==> src/rtl/bsg_link_exerciser_pkg.sv <==
// ============================================================================
// Module      : bsg_link_exerciser_pkg
// Description : Shared mode encoding, LFSR step and default taps for the
//               link socket exerciser.
// Revision    : 1.0 - initial release
// ============================================================================
`default_nettype none

package bsg_link_exerciser_pkg;

    typedef enum logic [1:0] {
        e_drain    = 2'b00,
        e_loopback = 2'b01,
        e_lfsr     = 2'b10
    } mode_e;

    localparam logic [8:0] c_default_lfsr_taps = 9'h110;

    // Galois step on a 32-bit container; callers truncate to their width.
    function automatic logic [31:0] lfsr_step(input logic [31:0] s, input logic [31:0] taps);
        return (s >> 1) ^ (s[0] ? taps : 32'd0);
    endfunction

    function automatic mode_e decode_mode(input logic [1:0] m);
        case (m)
            2'b01:   return e_loopback;
            2'b10:   return e_lfsr;
            default: return e_drain;
        endcase
    endfunction

endpackage

`default_nettype wire

==> src/rtl/bsg_link_exerciser_channel.sv <==
// ============================================================================
// Module      : bsg_link_exerciser_channel
// Description : One link channel: rx FIFO, tx credit counter, LFSR
//               generator/checker, token return and error tracking.
// Revision    : 1.0 - initial release
// ============================================================================
`default_nettype none

module bsg_link_exerciser_channel
    import bsg_link_exerciser_pkg::*;
#(
    parameter int                 width_p         = 9,
    parameter int                 fifo_els_p      = 8,
    parameter int                 credits_p       = 8,
    parameter logic [width_p-1:0] lfsr_taps_p     = width_p'(c_default_lfsr_taps),
    parameter int                 err_cnt_width_p = 16,
    parameter logic [width_p-1:0] seed_p          = width_p'(1)
) (
    input  logic                       clk_i,
    input  logic                       reset_n_i,
    input  logic                       en_i,
    input  logic                       clear_i,
    input  mode_e                      mode_i,
    input  logic                       rx_v_i,
    input  logic [width_p-1:0]         rx_data_i,
    output logic                       rx_tkn_o,
    output logic                       tx_v_o,
    output logic [width_p-1:0]         tx_data_o,
    input  logic                       tx_tkn_i,
    output logic                       err_o,
    output logic [err_cnt_width_p-1:0] err_cnt_o,
    output logic                       ovf_o,
    output logic                       credit_err_o
);

    localparam int c_ptr_w  = $clog2(fifo_els_p);
    localparam int c_cred_w = $clog2(credits_p + 1);
    localparam logic [c_cred_w-1:0] c_cred_max = c_cred_w'(credits_p);

    logic [width_p-1:0]         r_mem [fifo_els_p];
    logic [c_ptr_w:0]           r_wptr, r_rptr;
    logic [c_cred_w-1:0]        r_credit;
    logic [width_p-1:0]         r_gen, r_chk;
    logic                       r_tx_v, r_tkn, r_err, r_ovf, r_credit_err;
    logic [width_p-1:0]         r_tx_data;
    logic [err_cnt_width_p-1:0] r_err_cnt;

    logic               w_empty, w_full, w_enq, w_deq, w_issue, w_mismatch, w_cred_over;
    logic [width_p-1:0] w_head, w_issue_data, w_gen_next, w_chk_next;
    mode_e              w_run_mode;

    assign w_empty = (r_wptr == r_rptr);
    assign w_full  = (r_wptr[c_ptr_w] != r_rptr[c_ptr_w]) &&
                     (r_wptr[c_ptr_w-1:0] == r_rptr[c_ptr_w-1:0]);
    assign w_enq   = rx_v_i & ~w_full;
    assign w_head  = r_mem[r_rptr[c_ptr_w-1:0]];

    // Disabled channels behave as drain regardless of the latched mode.
    assign w_run_mode = en_i ? mode_i : e_drain;

    assign w_gen_next = width_p'(lfsr_step(32'(r_gen), 32'(lfsr_taps_p)));
    assign w_chk_next = width_p'(lfsr_step(32'(r_chk), 32'(lfsr_taps_p)));

    always_comb begin
        w_deq        = 1'b0;
        w_issue      = 1'b0;
        w_issue_data = w_head;
        case (w_run_mode)
            e_loopback: begin
                w_deq   = ~w_empty && (r_credit != '0);
                w_issue = w_deq;
            end
            e_lfsr: begin
                w_deq        = ~w_empty;
                w_issue      = (r_credit != '0);
                w_issue_data = r_gen;
            end
            default: w_deq = ~w_empty;
        endcase
    end

    assign w_mismatch  = (w_run_mode == e_lfsr) && w_deq && (w_head != r_chk);
    assign w_cred_over = tx_tkn_i && !w_issue && (r_credit == c_cred_max);

    always_ff @(posedge clk_i) begin
        if (w_enq) begin
            r_mem[r_wptr[c_ptr_w-1:0]] <= rx_data_i;
        end
    end

    always_ff @(posedge clk_i or negedge reset_n_i) begin
        if (!reset_n_i) begin
            r_wptr       <= '0;
            r_rptr       <= '0;
            r_credit     <= c_cred_max;
            r_gen        <= seed_p;
            r_chk        <= seed_p;
            r_tx_v       <= 1'b0;
            r_tx_data    <= '0;
            r_tkn        <= 1'b0;
            r_err        <= 1'b0;
            r_err_cnt    <= '0;
            r_ovf        <= 1'b0;
            r_credit_err <= 1'b0;
        end else begin
            if (w_enq) r_wptr <= r_wptr + 1'b1;
            if (w_deq) r_rptr <= r_rptr + 1'b1;

            case ({w_issue, tx_tkn_i})
                2'b10:   r_credit <= r_credit - c_cred_w'(1);
                2'b01:   if (r_credit != c_cred_max) r_credit <= r_credit + c_cred_w'(1);
                default: r_credit <= r_credit;
            endcase

            if (!en_i) begin
                r_gen <= seed_p;
                r_chk <= seed_p;
            end else if (w_run_mode == e_lfsr) begin
                if (w_issue) r_gen <= w_gen_next;
                if (w_deq)   r_chk <= w_chk_next;
            end

            r_tx_v <= w_issue;
            if (w_issue) r_tx_data <= w_issue_data;
            r_tkn  <= w_deq;

            // Clearing on the enable edge wins over any event in that cycle.
            if (clear_i) begin
                r_err        <= 1'b0;
                r_err_cnt    <= '0;
                r_ovf        <= 1'b0;
                r_credit_err <= 1'b0;
            end else begin
                if (w_mismatch) begin
                    r_err <= 1'b1;
                    if (r_err_cnt != '1) r_err_cnt <= r_err_cnt + 1'b1;
                end
                if (rx_v_i && w_full) r_ovf <= 1'b1;
                if (w_cred_over)      r_credit_err <= 1'b1;
            end
        end
    end

    assign rx_tkn_o     = r_tkn;
    assign tx_v_o       = r_tx_v;
    assign tx_data_o    = r_tx_data;
    assign err_o        = r_err;
    assign err_cnt_o    = r_err_cnt;
    assign ovf_o        = r_ovf;
    assign credit_err_o = r_credit_err;

endmodule

`default_nettype wire

==> src/rtl/bsg_link_socket_exerciser.sv <==
// ============================================================================
// Module      : bsg_link_socket_exerciser
// Description : Multi-channel link exerciser: shared enable/mode latch plus
//               one independent channel engine per link pair.
// Revision    : 1.0 - initial release
// ============================================================================
`default_nettype none

module bsg_link_socket_exerciser
    import bsg_link_exerciser_pkg::*;
#(
    parameter int                 channels_p      = 20,
    parameter int                 width_p         = 9,
    parameter int                 fifo_els_p      = 8,
    parameter int                 credits_p       = 8,
    parameter logic [width_p-1:0] lfsr_taps_p     = width_p'(c_default_lfsr_taps),
    parameter int                 err_cnt_width_p = 16
) (
    input  logic                                  clk_i,
    input  logic                                  reset_n_i,
    input  logic                                  en_i,
    input  logic [1:0]                            mode_i,
    input  logic [channels_p-1:0]                 rx_v_i,
    input  logic [channels_p*width_p-1:0]         rx_data_i,
    output logic [channels_p-1:0]                 rx_tkn_o,
    output logic [channels_p-1:0]                 tx_v_o,
    output logic [channels_p*width_p-1:0]         tx_data_o,
    input  logic [channels_p-1:0]                 tx_tkn_i,
    output logic [channels_p-1:0]                 err_o,
    output logic [channels_p*err_cnt_width_p-1:0] err_cnt_o,
    output logic [channels_p-1:0]                 ovf_o,
    output logic [channels_p-1:0]                 credit_err_o
);

    logic  r_en_d;
    mode_e r_mode;
    logic  w_en_rise;
    mode_e w_mode;

    assign w_en_rise = en_i & ~r_en_d;
    // The edge cycle already runs in the newly requested mode.
    assign w_mode    = w_en_rise ? decode_mode(mode_i) : r_mode;

    always_ff @(posedge clk_i or negedge reset_n_i) begin
        if (!reset_n_i) begin
            r_en_d <= 1'b0;
            r_mode <= e_drain;
        end else begin
            r_en_d <= en_i;
            if (w_en_rise) r_mode <= decode_mode(mode_i);
        end
    end

    for (genvar i = 0; i < channels_p; i++) begin : g_channel
        bsg_link_exerciser_channel #(
            .width_p         (width_p),
            .fifo_els_p      (fifo_els_p),
            .credits_p       (credits_p),
            .lfsr_taps_p     (lfsr_taps_p),
            .err_cnt_width_p (err_cnt_width_p),
            .seed_p          (width_p'(i + 1))
        ) u_channel (
            .clk_i        (clk_i),
            .reset_n_i    (reset_n_i),
            .en_i         (en_i),
            .clear_i      (w_en_rise),
            .mode_i       (w_mode),
            .rx_v_i       (rx_v_i[i]),
            .rx_data_i    (rx_data_i[i*width_p +: width_p]),
            .rx_tkn_o     (rx_tkn_o[i]),
            .tx_v_o       (tx_v_o[i]),
            .tx_data_o    (tx_data_o[i*width_p +: width_p]),
            .tx_tkn_i     (tx_tkn_i[i]),
            .err_o        (err_o[i]),
            .err_cnt_o    (err_cnt_o[i*err_cnt_width_p +: err_cnt_width_p]),
            .ovf_o        (ovf_o[i]),
            .credit_err_o (credit_err_o[i])
        );
    end

endmodule

`default_nettype wire

==> config.mk <==
export PLATFORM = sky130hd
export DESIGN_NAME = bsg_link_socket_exerciser
export DESIGN_NICKNAME = d
export VERILOG_FILES = /design/src/rtl/bsg_link_exerciser_pkg.sv /design/src/rtl/bsg_link_exerciser_channel.sv /design/src/rtl/bsg_link_socket_exerciser.sv
export SDC_FILE = /design/constraint.sdc
export NUM_CORES = 2
export LEC_CHECK = 0
export ABC_CLOCK_PERIOD_IN_PS = 6200
export CAP_MARGIN = 20
export CORE_MARGIN = 3
export CORE_UTILIZATION = 25
export CTS_CLUSTER_DIAMETER = 80
export DETAILED_ROUTE_END_ITERATION = 16
export PLACE_DENSITY_LB_ADDON = 0.15
export SETUP_SLACK_MARGIN = 0.5
export SYNTH_ARGS = -nofsm -noshare
export SYNTH_HDL_FRONTEND = slang
export SYNTH_SLANG_ARGS = --single-unit
==> constraint.sdc <==
create_clock -name clk_i -period 6.2 [get_ports clk_i]
set_input_delay 0.93 -clock clk_i [delete_from_list [all_inputs] [get_ports clk_i]]
set_output_delay 0.93 -clock clk_i [all_outputs]
set_load 0.01 [all_outputs]
## Word level (Yosys, flattened, before mapping)

Memories as Yosys holds them, arrays and structs flattened.
Index checks and enable logic that the tools add are counted.
Widths: inputs -> output; s select.

- Register bits: 1203
- Bits in latches: 0
- Bits in writable memories: 1440
- ROM bits: 0
- Input bits: 225
- Output and inout bits: 600
- Logic and storage cells: 1552
- Memories kept: 20

Memory list:

| memory | depth | bits a word | rd ports | clocked after memory_dff | write ports | line | RTL |
|---|---|---|---|---|---|---|---|
| g_channel[0].u_channel.r_mem | 8 | 9 | 1 | 0 | 1 | bsg_link_exerciser_channel.sv:40 | `logic [width_p-1:0] r_mem [fifo_els_p];` |
| g_channel[10].u_channel.r_mem | 8 | 9 | 1 | 0 | 1 | bsg_link_exerciser_channel.sv:40 |  |
| g_channel[11].u_channel.r_mem | 8 | 9 | 1 | 0 | 1 | bsg_link_exerciser_channel.sv:40 |  |
| g_channel[12].u_channel.r_mem | 8 | 9 | 1 | 0 | 1 | bsg_link_exerciser_channel.sv:40 |  |
| g_channel[13].u_channel.r_mem | 8 | 9 | 1 | 0 | 1 | bsg_link_exerciser_channel.sv:40 |  |
| g_channel[14].u_channel.r_mem | 8 | 9 | 1 | 0 | 1 | bsg_link_exerciser_channel.sv:40 |  |
| +14 memories | n/a | n/a | n/a | n/a | n/a | n/a |  |

- $add $sub $neg: 100
- $mul: 0
- Divide/modulo/power cells: 0
- $lt $le $gt $ge: 0
- Equal/unequal tests: 245
- Shifts and indexed selects: 0
- Mux-type cells: 483
- Bitwise logic cells: 102
- Reduce and logical (&&, ||, !) cells: 360

Operators with widths:

| cell | number |
|---|---|
| $mux 9 | 180 |
| $mux 16 | 60 |
| $xor 8x9->9 | 40 |
| $add 16x1->16 const B | 20 |
| $ne 16x16->1 const B | 20 |
| $add 4x1->4 const B | 60 |
| $reduce_bool 2->1 | 100 |
| $mux 1 | 180 |
| $ne 9x9->1 | 20 |
| $pmux 4 s2 | 20 |
| $reduce_and 2->1 | 80 |
| $logic_and 1x1->1 | 140 |
| $ne 2x1->1 const B | 61 |
| $eq 4x4->1 | 20 |
| $eq 4x4->1 const B | 20 |
| $mux 4 | 20 |
| $ne 4x4->1 const B | 20 |
| $reduce_bool 4->1 | 20 |
| $sub 4x1->4 const B | 20 |
| $eq 3x3->1 | 20 |
| $eq 2x1->1 const B | 22 |
| $eq 2x2->1 const B | 22 |
| $not 1->1 | 41 |
| $pmux 1 s2 | 20 |
| other kinds (5) | 64 |

## Depth between registers and ports, before layout

- Depth after elaboration: 11
- Depth in mapped cells: 20
- Gate-level depth less buffers: 16

## Cells and area by module

From an unflattened synthesis, not the netlist that was laid out.

- Cell total of the unflattened synthesis: 9220
- Area, all modules: 119589.7 um2

By module, submodules not included:

| module | instances | cells each | area each (um2) | seq. area each (um2) |
|---|---|---|---|---|
| bsg_link_exerciser_channel (g_channel[1].u_channel ...) | 2 | 484 | 6038.3 | 3667.3 |
| bsg_link_exerciser_channel (g_channel[11].u_channel ...) | 2 | 454 | 5944.5 | 3669.8 |
| bsg_link_exerciser_channel (g_channel[10].u_channel ...) | 2 | 454 | 5941.9 | 3672.3 |
| bsg_link_exerciser_channel (g_channel[4].u_channel) | 1 | 472 | 6063.3 | 3669.8 |
| bsg_link_exerciser_channel (g_channel[18].u_channel) | 1 | 472 | 6057.1 | 3672.3 |
| bsg_link_exerciser_channel (g_channel[0].u_channel) | 1 | 469 | 6013.3 | 3667.3 |
| bsg_link_exerciser_channel (g_channel[8].u_channel) | 1 | 461 | 6010.8 | 3669.8 |
| bsg_link_exerciser_channel (g_channel[6].u_channel) | 1 | 461 | 6008.3 | 3672.3 |
| bsg_link_exerciser_channel (g_channel[17].u_channel) | 1 | 437 | 5994.5 | 3669.8 |
| bsg_link_exerciser_channel (g_channel[16].u_channel) | 1 | 456 | 5977.0 | 3669.8 |
| bsg_link_exerciser_channel (g_channel[14].u_channel) | 1 | 463 | 5950.7 | 3674.8 |
| bsg_link_exerciser_channel (g_channel[13].u_channel) | 1 | 459 | 5940.7 | 3672.3 |
| bsg_link_exerciser_channel (g_channel[19].u_channel) | 1 | 453 | 5935.7 | 3669.8 |
| bsg_link_exerciser_channel (g_channel[9].u_channel) | 1 | 460 | 5930.7 | 3669.8 |
| 4 more rows | n/a | n/a | n/a | n/a |

## Worst setup path before layout

OpenSTA, ideal clock, no wires.

- Kind: input to register
- From: in en_i
- To: reg g_channel[19].u_channel.r_credit[3]
- Library setup time: 0.079 ns
- Data arrival time: 4.423 ns
- Required time: 6.121 ns
- Path slack: 1.698 ns
- Stages on the path: 20
- Buffers on the path: 5
- Path through: nor2b_1 -> clkbuf_1 -> clkbuf_1 -> nand3b_1 -> nand2_1 -> and2_1 -> ha_1 -> clkbuf_1 -> clkbuf_1 -> a21oi_1 -> or3_1 -> clkbuf_1 -> nand2_1 -> ha_1 -> a21o_1 -> a21o_1 -> and2_1 -> a31oi_1 -> nand2_1 -> o21ai_0

- Word-level cells in the longest chain between the ends: 8
- Elaborated cells between the ends (all ways): 12
- Those cells by class: 5 x eq/ne; 4 x mux; 1 x bitwise; 2 x reduce/logical

Ends and longest elaborated chain:

| what | line | RTL |
|---|---|---|
| start: declaration | bsg_link_socket_exerciser.sv:21 | `input logic en_i,` |
| $and 1x1->1 * | bsg_link_socket_exerciser.sv:40 | `assign w_en_rise = en_i & ~r_en_d;` |
| $mux 2 * | n/a |  |
| named net g_channel[0].u_channel.mode_i[0] | bsg_link_exerciser_channel.sv:23 | `input mode_e mode_i,` |
| $mux 2 * | bsg_link_exerciser_channel.sv:59 | `assign w_run_mode = en_i ? mode_i : e_drain;` |
| $eq 2x2->1 or $eq 2x1->1 (tied branches) | bsg_link_exerciser_channel.sv:68 | `case (w_run_mode)` |
| $pmux 1 s2 * | bsg_link_exerciser_channel.sv:68 |  |
| $eq 2x1->1 or $eq 2x2->1 (tied branches) | bsg_link_exerciser_channel.sv:109 | `case ({w_issue, tx_tkn_i})` |
| $ne 2x1->1 (no line) or $reduce_bool 2->1 (tied branches) | n/a |  |
| $reduce_and 2->1 (no line) | n/a |  |
| end signal: assignment | bsg_link_exerciser_channel.sv:110 | `2'b10: r_credit <= r_credit - c_cred_w'(1);` |
| end signal: assignment | bsg_link_exerciser_channel.sv:111 | `2'b01: if (r_credit != c_cred_max) r_credit <= r_credit + c_cred_w'(1);` |
| end signal: assignment | bsg_link_exerciser_channel.sv:112 | `default: r_credit <= r_credit;` |
| end: declaration | bsg_link_exerciser_channel.sv:42 | `logic [c_cred_w-1:0] r_credit;` |

The timed path passes the listed nets; every way through them passes the cells marked *.
A chain may end at the register's enable or synchronous reset.

## Worst setup path in the final report

- From: reg r_en_d
- To: reg g_channel[2].u_channel.r_err_cnt[15]

- Word-level cells in the longest chain between the ends: 10
- Elaborated cells between the ends (all ways): 13
- Those cells by class: 2 x eq/ne; 4 x mux; 2 x bitwise; 5 x reduce/logical

Ends and longest elaborated chain:

| what | line | RTL |
|---|---|---|
| start: declaration | bsg_link_socket_exerciser.sv:35 | `logic r_en_d;` |
| start signal: assignment | bsg_link_socket_exerciser.sv:49 | `r_en_d <= en_i;` |
| $not 1->1 | bsg_link_socket_exerciser.sv:40 |  |
| $and 1x1->1 | bsg_link_socket_exerciser.sv:40 |  |
| $mux 2 | n/a |  |
| named net g_channel[0].u_channel.mode_i[1] | bsg_link_exerciser_channel.sv:23 |  |
| $mux 2 | bsg_link_exerciser_channel.sv:59 |  |
| $eq 2x1->1 | bsg_link_exerciser_channel.sv:68 |  |
| $mux 1 | n/a |  |
| named net g_channel[2].u_channel.w_deq | bsg_link_exerciser_channel.sv:48 | `logic w_empty, w_full, w_enq, w_deq, w_issue, w_mismatch, w_cred_over;` |
| $logic_and 1x1->1 (2 in series) | bsg_link_exerciser_channel.sv:82 | `assign w_mismatch = (w_run_mode == e_lfsr) && w_deq && (w_head != r_chk);` |
| $reduce_bool 2->1 (no line) | n/a |  |
| $reduce_and 2->1 (no line) | n/a |  |
| end signal: assignment | bsg_link_exerciser_channel.sv:136 | `if (r_err_cnt != '1) r_err_cnt <= r_err_cnt + 1'b1;` |
| end: declaration | bsg_link_exerciser_channel.sv:46 | `logic [err_cnt_width_p-1:0] r_err_cnt;` |

The timed path passes the listed nets, and every way through them passes these cells.

==> results.sh <==
export IMPL_layout_common_cells="1440 x edfxtp_1, 1099 x dfrtp_1, 909 x nand2_1, 822 x clkdlybuf4s50_1, 595 x nor2_1"
export IMPL_crit_required_ns=7.00
export IMPL_fin_nets=9658
export IMPL_grt_pass1_vias=73061
export IMPL_cp_slowest_cell="a41oi_2"
export IMPL_skew_ns=0.04905
export IMPL_worst_ep_arrival_time_ns=5.40
export IMPL_post_dp_cell_area_um2=130000
export IMPL_worstPathMaxFanout=19
export IMPL_wl_met2_um=174200
export IMPL_final_common_cell="edfxtp_1"
export IMPL_syn2layout_area_growth_pct=23.43
export IMPL_r2r_end="g_channel[2].u_channel.err_cnt_o[15]"
export IMPL_cts_repair_resized=0
export IMPL_drt_iter0_drc=4607
export IMPL_drive_gt1_frac=0.1427
export IMPL_cts_tree="yes"
export IMPL_cap_violations=0
export IMPL_rsz0062_at_grt="no"
export IMPL_worstSetupPathType="register to register"
export IMPL_crit_path_frequent_cell="nand2_1"
export IMPL_hold_viol_final=0
export IMPL_cp_num_buf_inv=1
export IMPL_powerDensity_nw_per_um2=443.9
export IMPL_syn_area_um2=114700
export IMPL_die_y_um=683.5
export IMPL_status="completed"
export IMPL_regToRegSetupSlack_ns=1.60
export IMPL_timing_final_crit_share=0.7420
export IMPL_p_leak_nw=53.32
export IMPL_slew_headroom=0.1865
export IMPL_hold_class="input pin to register"
export IMPL_wirelength_um=355700
export IMPL_crit_start="r_en_d"
export IMPL_synth_edff_count=1440
export IMPL_ff2ff_path_depth=12
export IMPL_critPathCapture="g_channel[2].u_channel.err_cnt_o[15]"
export IMPL_die_area_um2=467100
export IMPL_rows=248
export IMPL_finalSetupTns_ns=0
export IMPL_met1_length_um=153700
export IMPL_tightest_slew_ns=1.220
export IMPL_cpLargestDelayFamily="simple AND/OR/NAND/NOR gates"
export IMPL_routed_via_density=4.538
export IMPL_drt_first_pass_iters=5
export IMPL_path_cells="nor2b_4, nand3b_1, nand2_1, nand2_1, ha_4, buf_12, a21boi_2, nand2_1, a41oi_2, nand4_2, or3_1, a21oi_1"
export IMPL_clock_fmax_ghz=0.2174
export IMPL_syn_nets=8812
export IMPL_start_util=0.2512
export IMPL_ys_seq_area_frac=0.6404
export IMPL_path_depth=12
export IMPL_routed_wl_met3_um=17140
export IMPL_ys_types=82
export IMPL_ys_warn_count=0
export IMPL_gr_total_overflow=0
export IMPL_track_usage=0.1484
export IMPL_worstReg2RegStart="r_en_d"
export IMPL_synth_seq_cells=2643
export IMPL_antenna_found_initial=78
export IMPL_cts_num_sinks=2643
export IMPL_setup_viol=0
export IMPL_postCtsSetupRepairBufs=0
export IMPL_num_vias=71462
export IMPL_core_area_um2=456800
export IMPL_grt_max_degree=152
export IMPL_dp_hpwl_um=250600
export IMPL_cts_clk_slew_worst_paths_ns=0.06
export IMPL_cts_buffers=329
export IMPL_synthCells=8465
export IMPL_slew_violations=0
export IMPL_ir_worst_vdd_mv=0.2278
export IMPL_max_clock_path_buffers=4
export IMPL_fp_dieW_um=683.5
export IMPL_syn_area_per_cell_um2=13.55
export IMPL_async_reset_ff_frac=0.4552
export IMPL_postLayoutCoreUtil=0.3100
export IMPL_ant_nets=0
export IMPL_port_buffers=824
export IMPL_slowest_delay_ns=0.65
export IMPL_synth_main_ff_cell="edfxtp_1"
export IMPL_grt_pass1_wl_um=521900
export IMPL_cts_hold_buf=1
export IMPL_hp_start="en_i"
export IMPL_highest_layer="met5"
export IMPL_clockRootBuffer="clkbuf_16"
export IMPL_drc=0
export IMPL_worstSetupEndpointType="register"
export IMPL_ios=825
export IMPL_place_congestion=0.7833
export IMPL_period_needed_ns=4.601
export IMPL_wl_per_cell_um=22.59
export IMPL_clk_insertion_delay_late_ns=0.93
export IMPL_power_total_mw=62.86
export IMPL_finish_instance_area_um2=141600
export IMPL_holdPathStages=2
export IMPL_htreeDepth=5
export IMPL_startpoint_type="register"
==> power by group <==
| group | internal, mW | total [mW] | leakage (nW) | switching (mW) |
|---|---|---|---|---|
| logic | 8.28 | 18.1 | 19.3 | 9.77 |
| registers | 21.9 | 25.1 | 28.6 | 3.15 |
| clock network | 11.7 | 19.7 | 5.42 | 8.00 |
| total | 41.9 | 62.9 | 53.3 | 20.9 |
==> worst min path at each step <==
stage | end
after detailed placement | r_mode[0]
after global routing | g_channel[2].u_channel.r_gen[1]
after floorplan | r_mode[0]
final | g_channel[2].u_channel.r_gen[1]
after global placement | g_channel[1].u_channel.tx_data_o[1]
after CTS | g_channel[2].u_channel.r_gen[1]
==> cells in the mapped netlist (185+ instances only) <==
library cell,n,area [um2]
edfxtp_1,1440,43240
dfrtp_1,1099,27500
nand2_1,909,3412
nor2_1,596,2237
mux2i_1,357,3573
o21ai_0,327,1637
mux4_2,317,7139
xnor2_1,299,2619
xor2_1,292,2557
a21oi_1,291,1456
nand3_1,249,1246
clkbuf_1,246,923.4
a21boi_0,185,1389
==> layout make-up <==
| type | count | area, um2 |
|---|---|---|
| well taps | 6125 | 7664 |
| inverters | 72 | 270.3 |
| diodes | 26 | 65.06 |
| fillers | 45638 | 315100 |
| repair buffers | 1039 | 10290 |
| clock inverters | 171 | 2140 |
| clock buffers | 445 | 9032 |
| multi-input cells | 5226 | 38680 |
| flip-flops and latches | 2643 | 73480 |
==> stage by stage <==
stage | instances | setup WS [ns] | hold WS, ns
2_1_floorplan | 8465 | 1.698 | 0.4273
3_3_place_gp | 15056 | 0.5485 | 0.4678
3_5_place_dp | 15076 | 0.5300 | 0.4656
4_1_cts | 15693 | 1.281 | 0.1630
5_1_grt | 15730 | 1.077 | 0.2356
6_report | 15747 | 1.599 | 0.3257
==> cells by family (layout without fill, tap and decap cells) <==
kind of cell               count (synthesis)  count (layout)  share of synthesized area
AOI/OAI and AO/OA                       1193            1193                    0.06745
xor gates and xnor gates                 591             591                    0.04511
adders and majority gates                122             122                    0.01461
buffers and inverters                    596            1727                    0.02589
DFF                                     2643            2643                     0.6404
muxes                                    763             763                     0.1021
other                                      0              26                          0
and+or+nand+nor                         2557            2557                     0.1045
==> flip-flops by register name, indices dropped and copies added, names as in the netlist, 80 cells and up <==
signal                         cells
g_channel.u_channel.err_cnt_o    320
g_channel.u_channel.r_mem       1440
g_channel.u_channel.r_gen        180
g_channel.u_channel.r_rptr        80
g_channel.u_channel.r_wptr        80
g_channel.u_channel.r_credit      80
g_channel.u_channel.tx_data_o    180
g_channel.u_channel.r_chk        180
==> per-layer routing <==
layer / up-vias / GRT usage
li1: 32780 / -
met1: 36557 / 0.1928
met2: 1564 / 0.2510
met3: 541 / 0.02743
met4: 20 / 0.04413
met5: - / 0
==> worst reg2reg max path, delay by kind of cell (launching register included) <==
family	cells	cell delay [ns]
AND/OR/NAND/NOR	7	2.21
AO/OA/AOI/OAI	3	1.27
flip-flops	1	0.43
adder cells (fa/ha/maj)	1	0.31
buffers and inverters	1	0.28
(Power assumes the default switching activity.)
